===== src/rtl/alu_seq_pkg.sv =====
`default_nettype none
// ============================================================================
// Module   : alu_seq_pkg
// Brief    : Shared constants and types for the ALU request sequencer:
//            ALU op codes, flag bit positions, FSM state encoding, the
//            response payload type and a small one-hot helper.
// Revision : 1.0 - initial release
// ============================================================================
package alu_seq_pkg;

   // ALU operation codes
   localparam logic [1:0] OP_ADD     = 2'd0;
   localparam logic [1:0] OP_SUB     = 2'd1;
   localparam logic [1:0] OP_LOGIC_A = 2'd2;
   localparam logic [1:0] OP_LOGIC_B = 2'd3;

   // Bit positions inside the 5-bit flag vector {par, ovf, gt, eq, less}
   localparam int FLG_LESS = 0;
   localparam int FLG_EQ   = 1;
   localparam int FLG_GT   = 2;
   localparam int FLG_OVF  = 3;
   localparam int FLG_PAR  = 4;

   // Sequencer FSM states
   typedef enum logic [1:0] {
      IDLE    = 2'd0,
      SETTLE  = 2'd1,
      CAPTURE = 2'd2
   } seq_state_e;

   // Result and flags captured from the ALU. The tag width is chosen per
   // instance, so the tag is appended next to this struct in the FIFO word.
   typedef struct packed {
      logic [7:0] y;
      logic [4:0] flags;
   } alu_res_t;

   // True when exactly one of the three compare flags is set
   function automatic logic onehot3(input logic [2:0] v);
      return (v == 3'b001) || (v == 3'b010) || (v == 3'b100);
   endfunction

endpackage
`default_nettype wire


===== src/rtl/alu_req_sequencer_if.sv =====
`default_nettype none
// ============================================================================
// Module   : alu_req_sequencer_if
// Brief    : Request, ALU-drive and response bundle of the ALU sequencer.
//            master = sequencer side, slave = requester/ALU/consumer side.
// Revision : 1.0 - initial release
// ============================================================================
interface alu_req_sequencer_if #(
   parameter int TAG_W = 4
);
   logic             req_valid;
   logic             req_ready;
   logic [7:0]       req_a;
   logic [7:0]       req_b;
   logic [1:0]       req_op;
   logic [TAG_W-1:0] req_tag;

   logic [7:0]       alu_a;
   logic [7:0]       alu_b;
   logic [1:0]       alu_op;
   logic [7:0]       alu_y;
   logic [4:0]       alu_flags;

   logic             rsp_valid;
   logic             rsp_ready;
   logic [7:0]       rsp_y;
   logic [4:0]       rsp_flags;
   logic [TAG_W-1:0] rsp_tag;

   modport master (
      input  req_valid, req_a, req_b, req_op, req_tag,
      output req_ready,
      output alu_a, alu_b, alu_op,
      input  alu_y, alu_flags,
      output rsp_valid, rsp_y, rsp_flags, rsp_tag,
      input  rsp_ready
   );

   modport slave (
      output req_valid, req_a, req_b, req_op, req_tag,
      input  req_ready,
      input  alu_a, alu_b, alu_op,
      output alu_y, alu_flags,
      input  rsp_valid, rsp_y, rsp_flags, rsp_tag,
      output rsp_ready
   );
endinterface
`default_nettype wire


===== src/rtl/alu_rsp_fifo.sv =====
`default_nettype none
// ============================================================================
// Module   : alu_rsp_fifo
// Brief    : First-word-fall-through FIFO. data_o shows the head entry;
//            while empty it keeps showing the most recently popped word.
// Revision : 1.0 - initial release
// ============================================================================
module alu_rsp_fifo #(
   parameter int WIDTH = 8,
   parameter int DEPTH = 4      // power of two, >= 2
) (
   input  logic             clk,
   input  logic             rst_n,
   input  logic             push_i,
   input  logic [WIDTH-1:0] push_data_i,
   input  logic             pop_i,
   output logic [WIDTH-1:0] data_o,
   output logic             empty_o,
   output logic             full_o
);
   localparam int AW = $clog2(DEPTH);

   logic [WIDTH-1:0] mem_q [DEPTH];
   logic [AW-1:0]    wr_q;
   logic [AW-1:0]    rd_q;
   logic [AW:0]      cnt_q;
   logic [WIDTH-1:0] last_q;

   assign empty_o = (cnt_q == '0);
   assign full_o  = (cnt_q == (AW+1)'(DEPTH));
   assign data_o  = empty_o ? last_q : mem_q[rd_q];

   // Storage array, written at the tail on push
   always_ff @(posedge clk) begin
      if (push_i) mem_q[wr_q] <= push_data_i;
   end

   // Pointers, occupancy and last-popped word
   always_ff @(posedge clk or negedge rst_n) begin
      if (!rst_n) begin
         wr_q   <= '0;
         rd_q   <= '0;
         cnt_q  <= '0;
         last_q <= '0;
      end else begin
         if (push_i) wr_q <= wr_q + 1'b1;
         if (pop_i) begin
            rd_q   <= rd_q + 1'b1;
            last_q <= mem_q[rd_q];
         end
         case ({push_i, pop_i})
            2'b10:   cnt_q <= cnt_q + 1'b1;
            2'b01:   cnt_q <= cnt_q - 1'b1;
            default: cnt_q <= cnt_q;
         endcase
      end
   end
endmodule
`default_nettype wire


===== src/rtl/alu_req_sequencer.sv =====
`default_nettype none
// ============================================================================
// Module   : alu_req_sequencer
// Brief    : Accepts ALU requests, holds operands for SETTLE_CYC cycles,
//            captures result/flags/tag into a response FIFO, and keeps a
//            sticky overflow bit and a completed-operation counter.
//            Optional macro ALU_CHECK_EN adds the chk_err consistency check.
// Revision : 1.0 - initial release
// ============================================================================
module alu_req_sequencer
   import alu_seq_pkg::*;
#(
   parameter int TAG_W      = 4,   // must match the interface TAG_W
   parameter int SETTLE_CYC = 2,   // 1..15
   parameter int RSP_DEPTH  = 4
) (
   input  logic                 clk,
   input  logic                 rst_n,
   alu_req_sequencer_if.master  bus,
   input  logic                 clr_sticky,
   output logic                 sticky_ovf,
   output logic [15:0]          op_cnt,
   output logic                 busy
`ifdef ALU_CHECK_EN
   ,
   output logic                 chk_err
`endif
);
   localparam logic [1:0] S_IDLE    = 2'(IDLE);
   localparam logic [1:0] S_SETTLE  = 2'(SETTLE);
   localparam logic [1:0] S_CAPTURE = 2'(CAPTURE);
   localparam int         FIFO_W    = $bits(alu_res_t) + TAG_W;

   logic [1:0]       state_q, state_d;
   logic [3:0]       cnt_q, cnt_d;
   logic [7:0]       a_q, a_d, b_q, b_d;
   logic [1:0]       op_q, op_d;
   logic [TAG_W-1:0] tag_q, tag_d;
   logic             rdy_en_q;
   logic             sticky_q, sticky_d;
   logic [15:0]      ops_q, ops_d;

   logic              fifo_full, fifo_empty;
   logic              accept, push, pop;
   alu_res_t          cap_res, head_res;
   logic [FIFO_W-1:0] head_data;

   // rdy_en_q keeps req_ready low throughout reset and for the first edge after
   assign bus.req_ready = rdy_en_q && (state_q == S_IDLE) && !fifo_full;
   assign accept        = bus.req_valid && bus.req_ready;
   assign push          = (state_q == S_CAPTURE);
   assign pop           = bus.rsp_valid && bus.rsp_ready;
   assign busy          = (state_q != S_IDLE);

   assign bus.alu_a  = a_q;
   assign bus.alu_b  = b_q;
   assign bus.alu_op = op_q;
   assign sticky_ovf = sticky_q;
   assign op_cnt     = ops_q;

   assign cap_res.y     = bus.alu_y;
   assign cap_res.flags = bus.alu_flags;

   // Next-state logic: FSM, operand latches, counters and sticky status
   always_comb begin
      state_d  = state_q;
      cnt_d    = cnt_q;
      a_d      = a_q;
      b_d      = b_q;
      op_d     = op_q;
      tag_d    = tag_q;
      ops_d    = ops_q;
      sticky_d = clr_sticky ? 1'b0 : sticky_q;
      case (state_q)
         S_IDLE: begin
            if (accept) begin
               a_d     = bus.req_a;
               b_d     = bus.req_b;
               op_d    = bus.req_op;
               tag_d   = bus.req_tag;
               cnt_d   = 4'(SETTLE_CYC - 1);
               state_d = S_SETTLE;
            end
         end
         S_SETTLE: begin
            if (cnt_q == 4'd0) state_d = S_CAPTURE;
            else               cnt_d   = cnt_q - 4'd1;
         end
         S_CAPTURE: begin
            ops_d   = ops_q + 16'd1;
            if (bus.alu_flags[FLG_OVF]) sticky_d = 1'b1;
            state_d = S_IDLE;
         end
         default: state_d = S_IDLE;
      endcase
   end

   // State registers
   always_ff @(posedge clk or negedge rst_n) begin
      if (!rst_n) begin
         state_q  <= S_IDLE;
         cnt_q    <= '0;
         a_q      <= '0;
         b_q      <= '0;
         op_q     <= '0;
         tag_q    <= '0;
         rdy_en_q <= 1'b0;
         sticky_q <= 1'b0;
         ops_q    <= '0;
      end else begin
         state_q  <= state_d;
         cnt_q    <= cnt_d;
         a_q      <= a_d;
         b_q      <= b_d;
         op_q     <= op_d;
         tag_q    <= tag_d;
         rdy_en_q <= 1'b1;
         sticky_q <= sticky_d;
         ops_q    <= ops_d;
      end
   end

   alu_rsp_fifo #(
      .WIDTH (FIFO_W),
      .DEPTH (RSP_DEPTH)
   ) u_fifo (
      .clk         (clk),
      .rst_n       (rst_n),
      .push_i      (push),
      .push_data_i ({cap_res, tag_q}),
      .pop_i       (pop),
      .data_o      (head_data),
      .empty_o     (fifo_empty),
      .full_o      (fifo_full)
   );

   assign {head_res, bus.rsp_tag} = head_data;
   assign bus.rsp_y     = head_res.y;
   assign bus.rsp_flags = head_res.flags;
   assign bus.rsp_valid = !fifo_empty;

`ifdef ALU_CHECK_EN
   logic chk_q, chk_bad;

   assign chk_bad = !onehot3(bus.alu_flags[FLG_GT:FLG_LESS]) ||
                    (bus.alu_flags[FLG_EQ] != (a_q == b_q));
   assign chk_err = chk_q;

   // Sticky consistency error; a capture-time error beats a same-cycle clear
   always_ff @(posedge clk or negedge rst_n) begin
      if (!rst_n)                 chk_q <= 1'b0;
      else if (push && chk_bad)   chk_q <= 1'b1;
      else if (clr_sticky)        chk_q <= 1'b0;
   end
`endif

endmodule
`default_nettype wire


===== src/flat_wrapper.sv =====
// flat-port wrapper written by rule: the top's interface ports become plain ports
module alu_req_sequencer_flat import alu_seq_pkg::*;
#(
   parameter int TAG_W      = 4,                                    
   parameter int SETTLE_CYC = 2,           
   parameter int RSP_DEPTH  = 4
)
  (clk, rst_n, clr_sticky, sticky_ovf, op_cnt, busy, bus_req_valid, bus_req_a, bus_req_b, bus_req_op, bus_req_tag, bus_req_ready, bus_alu_a, bus_alu_b, bus_alu_op, bus_alu_y, bus_alu_flags, bus_rsp_valid, bus_rsp_y, bus_rsp_flags, bus_rsp_tag, bus_rsp_ready);
  alu_req_sequencer_if #(.TAG_W(TAG_W)) bus_i ();
  input  logic clk;
  input  logic rst_n;
  input  logic clr_sticky;
  output logic sticky_ovf;
  output logic [15:0] op_cnt;
  output logic busy;
  input wire logic [$bits(bus_i.req_valid)-1:0] bus_req_valid;
  input wire logic [$bits(bus_i.req_a)-1:0] bus_req_a;
  input wire logic [$bits(bus_i.req_b)-1:0] bus_req_b;
  input wire logic [$bits(bus_i.req_op)-1:0] bus_req_op;
  input wire logic [$bits(bus_i.req_tag)-1:0] bus_req_tag;
  output wire logic [$bits(bus_i.req_ready)-1:0] bus_req_ready;
  output wire logic [$bits(bus_i.alu_a)-1:0] bus_alu_a;
  output wire logic [$bits(bus_i.alu_b)-1:0] bus_alu_b;
  output wire logic [$bits(bus_i.alu_op)-1:0] bus_alu_op;
  input wire logic [$bits(bus_i.alu_y)-1:0] bus_alu_y;
  input wire logic [$bits(bus_i.alu_flags)-1:0] bus_alu_flags;
  output wire logic [$bits(bus_i.rsp_valid)-1:0] bus_rsp_valid;
  output wire logic [$bits(bus_i.rsp_y)-1:0] bus_rsp_y;
  output wire logic [$bits(bus_i.rsp_flags)-1:0] bus_rsp_flags;
  output wire logic [$bits(bus_i.rsp_tag)-1:0] bus_rsp_tag;
  input wire logic [$bits(bus_i.rsp_ready)-1:0] bus_rsp_ready;
  assign bus_i.req_valid = bus_req_valid;
  assign bus_i.req_a = bus_req_a;
  assign bus_i.req_b = bus_req_b;
  assign bus_i.req_op = bus_req_op;
  assign bus_i.req_tag = bus_req_tag;
  assign bus_req_ready = bus_i.req_ready;
  assign bus_alu_a = bus_i.alu_a;
  assign bus_alu_b = bus_i.alu_b;
  assign bus_alu_op = bus_i.alu_op;
  assign bus_i.alu_y = bus_alu_y;
  assign bus_i.alu_flags = bus_alu_flags;
  assign bus_rsp_valid = bus_i.rsp_valid;
  assign bus_rsp_y = bus_i.rsp_y;
  assign bus_rsp_flags = bus_i.rsp_flags;
  assign bus_rsp_tag = bus_i.rsp_tag;
  assign bus_i.rsp_ready = bus_rsp_ready;
  alu_req_sequencer #(.TAG_W(TAG_W), .SETTLE_CYC(SETTLE_CYC), .RSP_DEPTH(RSP_DEPTH)) u_core (.clk(clk), .rst_n(rst_n), .bus(bus_i), .clr_sticky(clr_sticky), .sticky_ovf(sticky_ovf), .op_cnt(op_cnt), .busy(busy));
endmodule

===== config.mk =====
export PLATFORM = sky130hd
export DESIGN_NAME = alu_req_sequencer_flat
export DESIGN_NICKNAME = d
export VERILOG_FILES = /design/src/rtl/alu_seq_pkg.sv /design/src/rtl/alu_req_sequencer_if.sv /design/src/rtl/alu_rsp_fifo.sv /design/src/rtl/alu_req_sequencer.sv /design/src/flat_wrapper.sv
export SDC_FILE = /design/constraint.sdc
export NUM_CORES = 1
export LEC_CHECK = 0
export CAP_MARGIN = 20
export CELL_PAD_IN_SITES_DETAIL_PLACEMENT = 1
export CELL_PAD_IN_SITES_GLOBAL_PLACEMENT = 1
export CORE_MARGIN = 5
export CORE_UTILIZATION = 44
export DETAILED_ROUTE_END_ITERATION = 6
export PLACE_DENSITY = 0.81
export SYNTH_ARGS = -nofsm -noshare
export SYNTH_HDL_FRONTEND = slang
export SYNTH_SLANG_ARGS = --single-unit

===== constraint.sdc =====
create_clock -name clk -period 2.64 [get_ports clk]
set_input_delay 0.396 -clock clk [delete_from_list [all_inputs] [get_ports clk]]
set_output_delay 0.396 -clock clk [all_outputs]
set_load 0.03 [all_outputs]

== Word-level counts from Yosys, hierarchy flattened ==
Memory sizes are Yosys's and may differ from the RTL's.
Cells that the tools add are included.

* Output and inout port bits: 55
* Memories: 1
* Register bits: 70
* Memory bits (writable): 68
* Word-level logic and storage cells: 56
* Input bits: 40

* Add/subtract/negate cells: 6
* Reduce and logical (&&, ||, !) cells: 15
* Equal/unequal tests: 8
* Mux-type cells: 13

{| class="wikitable"
|+ Memory list
! memory !! words !! bits a word !! read ports !! clocked after Yosys merged registers in !! wr ports !! RTL line !! RTL
|-
| u_core.u_fifo.mem_q || 4 || 17 || 1 || 0 || 1 || alu_rsp_fifo.sv:23 || <nowiki>logic [WIDTH-1:0] mem_q [DEPTH];</nowiki>
|}

{| class="wikitable"
|+ Operators by type and width
! cell !! count
|-
| $mux 17 || 1
|-
| $add 16x1->16 const B || 1
|-
| $mux 4 || 2
|-
| $pmux 4 s2 || 1
|-
| $pmux 3 s2 || 1
|-
| $reduce_bool 2->1 || 3
|-
| $mux 1 || 5
|-
| $add 2x1->2 const B || 2
|-
| $eq 2x1->1 const B || 2
|-
| $eq 2x2->1 const B || 2
|-
| $logic_and 1x1->1 || 4
|-
| $logic_not 4->1 || 1
|-
| $mux 2 || 2
|-
| $ne 2x1->1 const B || 2
|-
| $pmux 2 s2 || 1
|-
| $reduce_and 2->1 || 2
|-
| $sub 4x1->4 const B || 1
|-
| $add 3x1->3 const B || 1
|-
| $eq 3x3->1 const B || 1
|-
| $logic_not 3->1 || 1
|-
| $reduce_and 3->1 || 1
|-
| $sub 3x1->3 const B || 1
|-
| $logic_not 1->1 || 2
|-
| $logic_not 2->1 || 1
|-
| $ne 2x2->1 const B || 1
|}

== Logic depth before layout (Yosys ltp) ==
Gate-level depths: netlist (run 1).

* Depth in word-level cells: 6
* Mapped depth: 10
* Depth with buffers taken out: 8

== Hierarchy ==
A second synthesis (run 1) with hierarchy kept.

* Cells, all modules: 325
* Area, all modules: 5724.2 um^2

{| class="wikitable"
|+ Modules (own cells, without submodules)
! module !! times used !! area an instance (um^2) !! cells an instance !! seq. area each (um^2)
|-
| alu_rsp_fifo || 1 || 3729.8 || 179 || 2642.5
|-
| alu_req_sequencer || 1 || 1994.4 || 146 || 1151.1
|}

== Least setup slack after synthesis (run 1) ==
OpenSTA, ideal clock, no wires.

* Path kind: register to output
* Start: register u_core.u_fifo.rd_q[0]
* End: output bus_rsp_flags[4]
* Setup slack: 0.471 ns
* Stages on the path, launching flop included: 5
* Data required time: 2.244 ns
* Path buffers: 2
* Arrival time: 1.773 ns
* Path through: dfrtp_1 > buf_2 > buf_2 > mux4_2 > mux2_2

* Longest elaborated chain between the ends: 2

{| class="wikitable"
|+ RTL lines
! what !! RTL line !! RTL
|-
| from (decl) || alu_rsp_fifo.sv:25 || <nowiki>logic [AW-1:0] rd_q;</nowiki>
|-
| from (signal assigned) || alu_rsp_fifo.sv:48 || <nowiki>rd_q <= rd_q + 1'b1;</nowiki>
|-
| $mem_v2 4x17 || n/a ||
|-
| $mux 17 || alu_rsp_fifo.sv:31 || <nowiki>assign data_o = empty_o ? last_q : mem_q[rd_q];</nowiki>
|-
| to (decl) || flat_wrapper.sv:29 || <nowiki>output wire logic [$bits(bus_i.rsp_flags)-1:0] bus_rsp_flags;</nowiki>
|}

No other way between the ends.

== Worst setup path after layout (run 1) ==
* Start: register u_core.u_fifo.rd_q[0]
* End: output bus_rsp_y[3]

* Longest elaborated chain between the ends: 2

{| class="wikitable"
|+ RTL lines
! what !! RTL line !! RTL
|-
| $mem_v2 4x17 || n/a ||
|-
| $mux 17 || alu_rsp_fifo.sv:31 ||
|-
| to (decl) || flat_wrapper.sv:28 || <nowiki>output wire logic [$bits(bus_i.rsp_y)-1:0] bus_rsp_y;</nowiki>
|}

No other way between the ends.

==> results of run 1 <==
[flip-flops by register name, indices dropped and copies added, names as in the netlist, 3 cells and up]
| name | cells |
|---|---|
| u_core.u_fifo.cnt_q | 3 |
| u_core.op_cnt | 16 |
| u_core.tag_q | 4 |
| u_core.cnt_q | 4 |
| u_core.bus.alu_b | 8 |
| u_core.bus.alu_a | 8 |
| u_core.u_fifo.mem_q | 68 |
| u_core.u_fifo.last_q | 17 |
[cell usage after synthesis, drive strengths merged]
cell type,count
and4b,1
mux4,17
inv,9
xnor2,15
dfrtp,70
or3,2
conb,1
mux2,57
ha,7
nand3,9
and4,2
clkbuf,3
a21oi,1
nand2,11
fa,1
and2,7
nor2,4
xor2,8
nand4,2
edfxtp,68
nand2b,2
o21ai,4
nor2b,1
nor3,2
nand3b,1
nor3b,3
buf,9
or2,1
mux2i,1
or3b,1
and3,1
a31o,1
[worst max-delay path, stage by stage, from the launching register on]
cell and delay, ns:
dfrtp_1 0.36, buf_4 0.23, mux4_2 0.54, mux2_2 0.28
dlygate4sd2_1 0.37
[layout make-up]
| cell class | count | area [sq um] |
|---|---|---|
| fillers | 1178 | 5250 |
| flip-flops and latches | 138 | 3790 |
| inverters | 9 | 33.8 |
| well taps | 172 | 215 |
| clock buffers | 29 | 520 |
| multi-input cells | 163 | 1720 |
| repair buffers | 106 | 1000 |
| clock inverters | 3 | 37.5 |
[per-stage QoR]
stage / cells / cell area, sq um / setup WS [ns] / hold WS (ns) / TNS (ns)
after global placement: 588 / 6780 / 0.282 / 0.459 / 0
after detailed placement: 588 / 6780 / 0.217 / 0.470 / 0
after floorplan: 322 / 5630 / 0.471 / 0.100 / 0
after global routing: 620 / 7320 / -0.0410 / 0.193 / -0.291
final: 620 / 7320 / 0.0563 / 0.116 / 0
after CTS: 620 / 7320 / -0.00310 / 0.160 / -0.00310
[worst paths after layout]
| kind | startpoint | endpoint | slack, ns | cells past startpoint |
|---|---|---|---|---|
| max | u_core.u_fifo.rd_q[0] | bus_rsp_y[3] | 0.06 | 4 |
| min | rst_n | u_core.op_cnt[14] | 0.12 | 1 |
| max reg2reg | u_core.u_fifo.cnt_q[0] | u_core.u_fifo.cnt_q[2] | 0.39 | 9 |
| min reg2reg | u_core.u_fifo.cnt_q[2] | u_core.u_fifo.cnt_q[2] | 0.48 | 1 |
| max in group asynchronous | rst_n | u_core.bus.alu_a[2] | 1.91 | 1 |
| min in group clk | u_core.u_fifo.cnt_q[2] | u_core.u_fifo.cnt_q[2] | 0.48 | 1 |
[metal layers]
metal  GRT usage, %  vias up  part of all wire, %
li1               -     1411                    -
met1           20.3     1575                   40
met2           28.0       77                   53
met3           5.49       16                  5.3
met4           6.85        0                  1.7
met5              0        -                    0
[kinds of logic (layout without fill, tap and decap cells)]
| kind of cell | Yosys count | after routing |
|---|---|---|
| AO/OA/AOI/OAI | 6 | 6 |
| AND/OR/NAND/NOR | 50 | 50 |
| adder cells (fa/ha/maj) | 8 | 8 |
| buffers and inverters | 21 | 147 |
| multiplexers | 75 | 75 |
| other | 1 | 1 |
| XOR/XNOR | 23 | 23 |
| flip-flops | 138 | 138 |
[power groups by stage]
stage               Clock [mW]  Sequential [mW]  Combinational (mW)
floorplan                    0             3.39                2.00
global placement             0             3.12                3.38
detailed placement           0             3.16                3.49
CTS                       2.28             3.13                3.41
global route              2.40             3.19                3.58
finish                    2.24             3.13                3.33
==> run metrics, run 1 <==
syn_area_per_cell=17.5 sq um; row cnt=41; Port Buffer Count=94; total track usage=16.8%; RSZ-0062 raised after global routing=true; top-area cell type share of the netlist area=36.3%; Max VDD drop=570 uV; # DRC=0; grt ovf=0; number of max-cap violations=0; Leakage=2.89 nW; Final HPWL DP=7.93 mm; clock share of power=25.7%; sequential power share=36.0%; Detailed Route Iter0 Violations=185; CTS tree=done; die width=123 um; post-synthesis register bit count=138; startpoint types=flop; Switch Pwr=2.87 mW; vias in the first global route=3520; Post-CTS Resized=12; layout cells sized above 1=26.3%; gpl congestion=0.696; Ys Warns=0; Slew Viols, Final=0; Yosys cell types=35; Sw Ratio=33.1%; most frequent cells in the layout=clkdlybuf4s50_1 (76), dfrtp_1 (70), edfxtp_1 (68); Seq/Total Area, Yosys=67.4%; Sink Count=138; crit path capture type=primary output; number of CTS-inserted buffers=17; # IOs=95; most common cell after layout, fill and taps aside=clkdlybuf4s50_1; Syn-to-layout area delta=30.0%; CP Data Required Time=2.24 ns; post-CTS setup buffers=0; Comb power frac=38.3%; critical path class=reg -> out; Internal Power=5.82 mW; Arrival @ worst endpoint=2.19 ns; Initial Util=44.8%; status=complete, no violations; HP Class=in -> async; wire per inst=18.7 um; Adder-Cell Fraction of Synth Area=1.91%; Tot Pwr=8.69 mW; Root Buffer=clkbuf_16; Clock Skew=0.00654 ns; htree depth=4; Clock transition at path regs=0.05 ns; core area=12600 sq um; post-synthesis compound-gate area fraction=0.600%; via/cell ratio=4.97; Min Clock Period, post-route=2.58 ns; post-layout util=58.2%; Area contributors post-synth=edfxtp_1 (36%), dfrtp_1 (31%), mux2_2 (8.4%); Pwr Density=1190 nW/um^2; Setup Viol. Count Final=0; post-synthesis cell area=5630 sq um; xor and xnor area share after synthesis=3.58%; Worst-Margin Slew=0.929 ns; largest net degree at the start of global routing=71; fmax=387 MHz; Syn Nets=370; Longest Clk Path Bufs=2; antenna viol nets, final=0; worst skew pair latency=0.41 ns; Max-slew headroom=38.1%; CTS Hold Buffers Added=0; iteration count of the initial detailed-routing pass=4; combinational family with the most area after synthesis=multiplexers; post-synthesis simple-gate area fraction=4.98%; chip height=123 um; final WL=11.6 mm; Vias=3079; Mapped Cells=322; worst-path fanout max=10; antenna violations before repair=0; Final Cycle Share=97.9%; diode count=0; # nets final=483; first-pass GRT wire length=18.9 mm; post-synth top area cell=edfxtp_1; mux cell area share after synthesis=19.4%; area of the die=15200 sq um; Hold Vio Cnt, Final=0
Note: power is estimated with default switching activity, not from simulation.
==> run 2: changes to the inputs <==
--- a/config.mk
+++ b/config.mk
@@ -9,9 +9,9 @@
 export CELL_PAD_IN_SITES_DETAIL_PLACEMENT = 1
 export CELL_PAD_IN_SITES_GLOBAL_PLACEMENT = 1
 export CORE_MARGIN = 5
-export CORE_UTILIZATION = 44
+export CORE_UTILIZATION = 40
 export DETAILED_ROUTE_END_ITERATION = 6
-export PLACE_DENSITY = 0.81
+export PLACE_DENSITY = 0.77
 export SYNTH_ARGS = -nofsm -noshare
 export SYNTH_HDL_FRONTEND = slang
 export SYNTH_SLANG_ARGS = --single-unit
==> constraint.sdc (replaced) <==
create_clock -name clk -period 2.35 [get_ports clk]
set_input_delay 0.3525 -clock clk [delete_from_list [all_inputs] [get_ports clk]]
set_output_delay 0.3525 -clock clk [all_outputs]
set_load 0.03 [all_outputs]
==> run 2 against run 1 <==
Net effect: the run now ends with negative setup slack left; cell count increased by 3.2%; global-route usage decreased by 0.63 points; sequential share of layout area decreased by 1.6 points; via count increased by 4.1%.
==> run metrics, run 2 (synthesized netlist as in run 1, its figures left out) <==
status=finished, violations left (was complete, no violations); crit path capture type=primary output (unchanged); number of max-cap violations=0 (unchanged); Initial Util=40.7% (was 44.8%); Final HPWL DP=8.18 mm (was 7.93 mm); row cnt=43 (was 41); most common cell after layout, fill and taps aside=clkdlybuf4s50_1 (unchanged); Setup Viol. Count Final=9 (was 0); htree depth=4 (unchanged); Reg with most FFs=u_core.u_fifo.mem_q (unchanged); vias in the first global route=3730 (was 3520); sequential power share=33.8% (was 36.0%); Arrival @ worst endpoint=2.06 ns (was 2.19 ns); post-layout util=54.7% (was 58.2%); Min Clock Period, post-route=2.41 ns; HP Class=in -> async (unchanged); Worst-Margin Slew=0.886 ns (was 0.929 ns); antenna viol nets, final=0 (unchanged); diode count=0 (unchanged); most frequent cells in the layout=clkdlybuf4s50_1 (74), dfrtp_1 (68), edfxtp_1 (68) (was clkdlybuf4s50_1 (76), dfrtp_1 (70), edfxtp_1 (68)); Internal Power=6.94 mW (was 5.82 mW); number of CTS-inserted buffers=17 (unchanged); Min Hold Slack=0.0587 ns (was 0.116 ns); Port Buffer Count=94 (unchanged); worst path bufs/invs=2 (unchanged); Syn-to-layout area delta=34.4% (was 30.0%); final WL=12.6 mm (was 11.6 mm); grt ovf=0 (unchanged); RSZ-0062 raised after global routing=true (unchanged); # DRC=0 (unchanged); Max VDD drop=544 uV (was 570 uV); CTS tree=done (unchanged); failing checks=negative setup slack; die width=129 um (was 123 um); Clock transition at path regs=0.06 ns (was 0.05 ns); layout cells sized above 1=33.0% (was 26.3%); Critical Path, Cell by Cell=or3_1 -> buf_4 -> mux2_2 -> clkdlybuf4s15_2 (was buf_4 -> mux4_2 -> mux2_2 -> dlygate4sd2_1); worst skew pair latency=0.42 ns (was 0.41 ns); critical path depth=4 (unchanged); Vias=3206 (was 3079); sum of negative setup slack=-0.359 ns (was 0 ns); CTS Hold Buffers Added=0 (unchanged); critical path class=reg -> out (unchanged); Final Cycle Share=103%; max incr delay on CP=0.42 ns (was 0.54 ns); gpl congestion=0.717 (was 0.696); Sw Ratio=33.4% (was 33.1%); fmax=414 MHz; CP Data Required Time=2.00 ns (was 2.24 ns); largest net degree at the start of global routing=67 (was 71); Top delay family on crit path=buffers and inverters (was multiplexers); # nets final=495 (was 483); FF-to-FF path depth=7 (was 9); Slew Viols, Final=0 (unchanged); Hold Vio Cnt, Final=0 (unchanged); Pwr Density=1380 nW/um^2 (was 1190 nW/um^2); Root Buffer=clkbuf_16 (unchanged); core area=13800 sq um (was 12600 sq um); worst-path fanout max=11 (was 10); pre-CTS setup slack=-0.0373 ns (was 0.217 ns); startpoint types=flop (unchanged); antenna violations before repair=0 (unchanged); Switch Pwr=3.48 mW (was 2.87 mW); Longest Clk Path Bufs=2 (unchanged); max reg flops=68 (unchanged); area of the die=16500 sq um (was 15200 sq um); clock share of power=25.9% (was 25.7%); total track usage=16.2% (was 16.8%); Sink Count=138 (unchanged); # IOs=95 (unchanged); first-pass GRT wire length=20.2 mm (was 18.9 mm); Max-slew headroom=40.9% (was 38.1%); via/cell ratio=5.01 (was 4.97); Worst path slowest cell=or3_1 (was mux4_2); final setup margin=-0.0641 ns (was 0.0563 ns); Clock Skew=0.0122 ns (was 0.00654 ns); chip height=129 um (was 123 um); Comb power frac=40.4% (was 38.3%); Detailed Route Iter0 Violations=187 (was 185); Tot Pwr=10.4 mW (was 8.69 mW); wire per inst=19.7 um (was 18.7 um); iteration count of the initial detailed-routing pass=4 (unchanged); Leakage=3.02 nW (was 2.89 nW)
[run 2: changes by cell type in the layout (fill, tap and decap cells not counted), sizes merged, moves of 3 or more]
cell	delta
dlygate4sd2	-10
inv	+3
buf	+23
clkinvlp	+5
clkbuf	-11
[run 2: cell type report]
| class | count | area [sq um] |
|---|---|---|
| Clock buffer | 18 | 429 |
| Clock inverter | 14 | 171 |
| Sequential cell | 138 | 3800 |
| Timing Repair Buffer | 118 | 1160 |
| Fill cell | 1303 | 6260 |
| Inverter | 9 | 33.8 |
| Tap cell | 180 | 225 |
| Multi-Input combinational cell | 163 | 1750 |
[run 2: timing repair]
action,4_1_cts,5_1_grt
setup endpoints to repair,19,17
resized for setup,84,4
setup buffers,3,2
gates cloned,1,0
[run 2: through the flow]
step / cell area (sq um) / std cells
2_1_floorplan: 5630 / 322
5_1_grt: 7560 / 640
3_3_place_gp: 6860 / 602
3_5_place_dp: 6860 / 602
6_report: 7560 / 640
4_1_cts: 7550 / 638
[run 2: worst paths after layout]
check,to,slack (ns),startpoint
worst max-delay path,bus_rsp_y[4],-0.06,u_core.u_fifo.cnt_q[1]
worst min-delay path,u_core.op_cnt[14],0.06,rst_n
worst max register to register,u_core.u_fifo.cnt_q[1],0.12,u_core.u_fifo.cnt_q[1]
worst min register to register,u_core.u_fifo.cnt_q[2],0.48,u_core.u_fifo.cnt_q[2]
max in group asynchronous,u_core.u_fifo.rd_q[0],1.66,rst_n
min in group clk,u_core.u_fifo.cnt_q[2],0.48,u_core.u_fifo.cnt_q[2]
[run 2: per-layer routing]
metal | global-route usage, % | vias up | share of wire (%)
li1 | - | 1436 | -
met1 | 18.2 | 1668 | 39
met2 | 28.9 | 84 | 55
met3 | 4.36 | 18 | 4.4
met4 | 7.04 | 0 | 1.9
met5 | 0 | - | 0
[run 2: power by group through the flow]
stage | clock [mW] | combinational (mW) | sequential [mW]
after floorplan | 0 | 2.24 | 3.81
after global placement | 0 | 3.86 | 3.53
after detailed placement | 0 | 3.99 | 3.57
after CTS | 2.77 | 4.23 | 3.52
after global routing | 2.88 | 4.47 | 3.59
final | 2.70 | 4.21 | 3.52
[run 2: worst reg2reg max path, cell delays in order, from the launching register on]
cell	delay, ns
dfrtp_1	0.40
or3_1	0.42
buf_4	0.19
and2_1	0.21
ha_1	0.23
inv_1	0.07
fa_1	0.42
mux2i_1	0.18
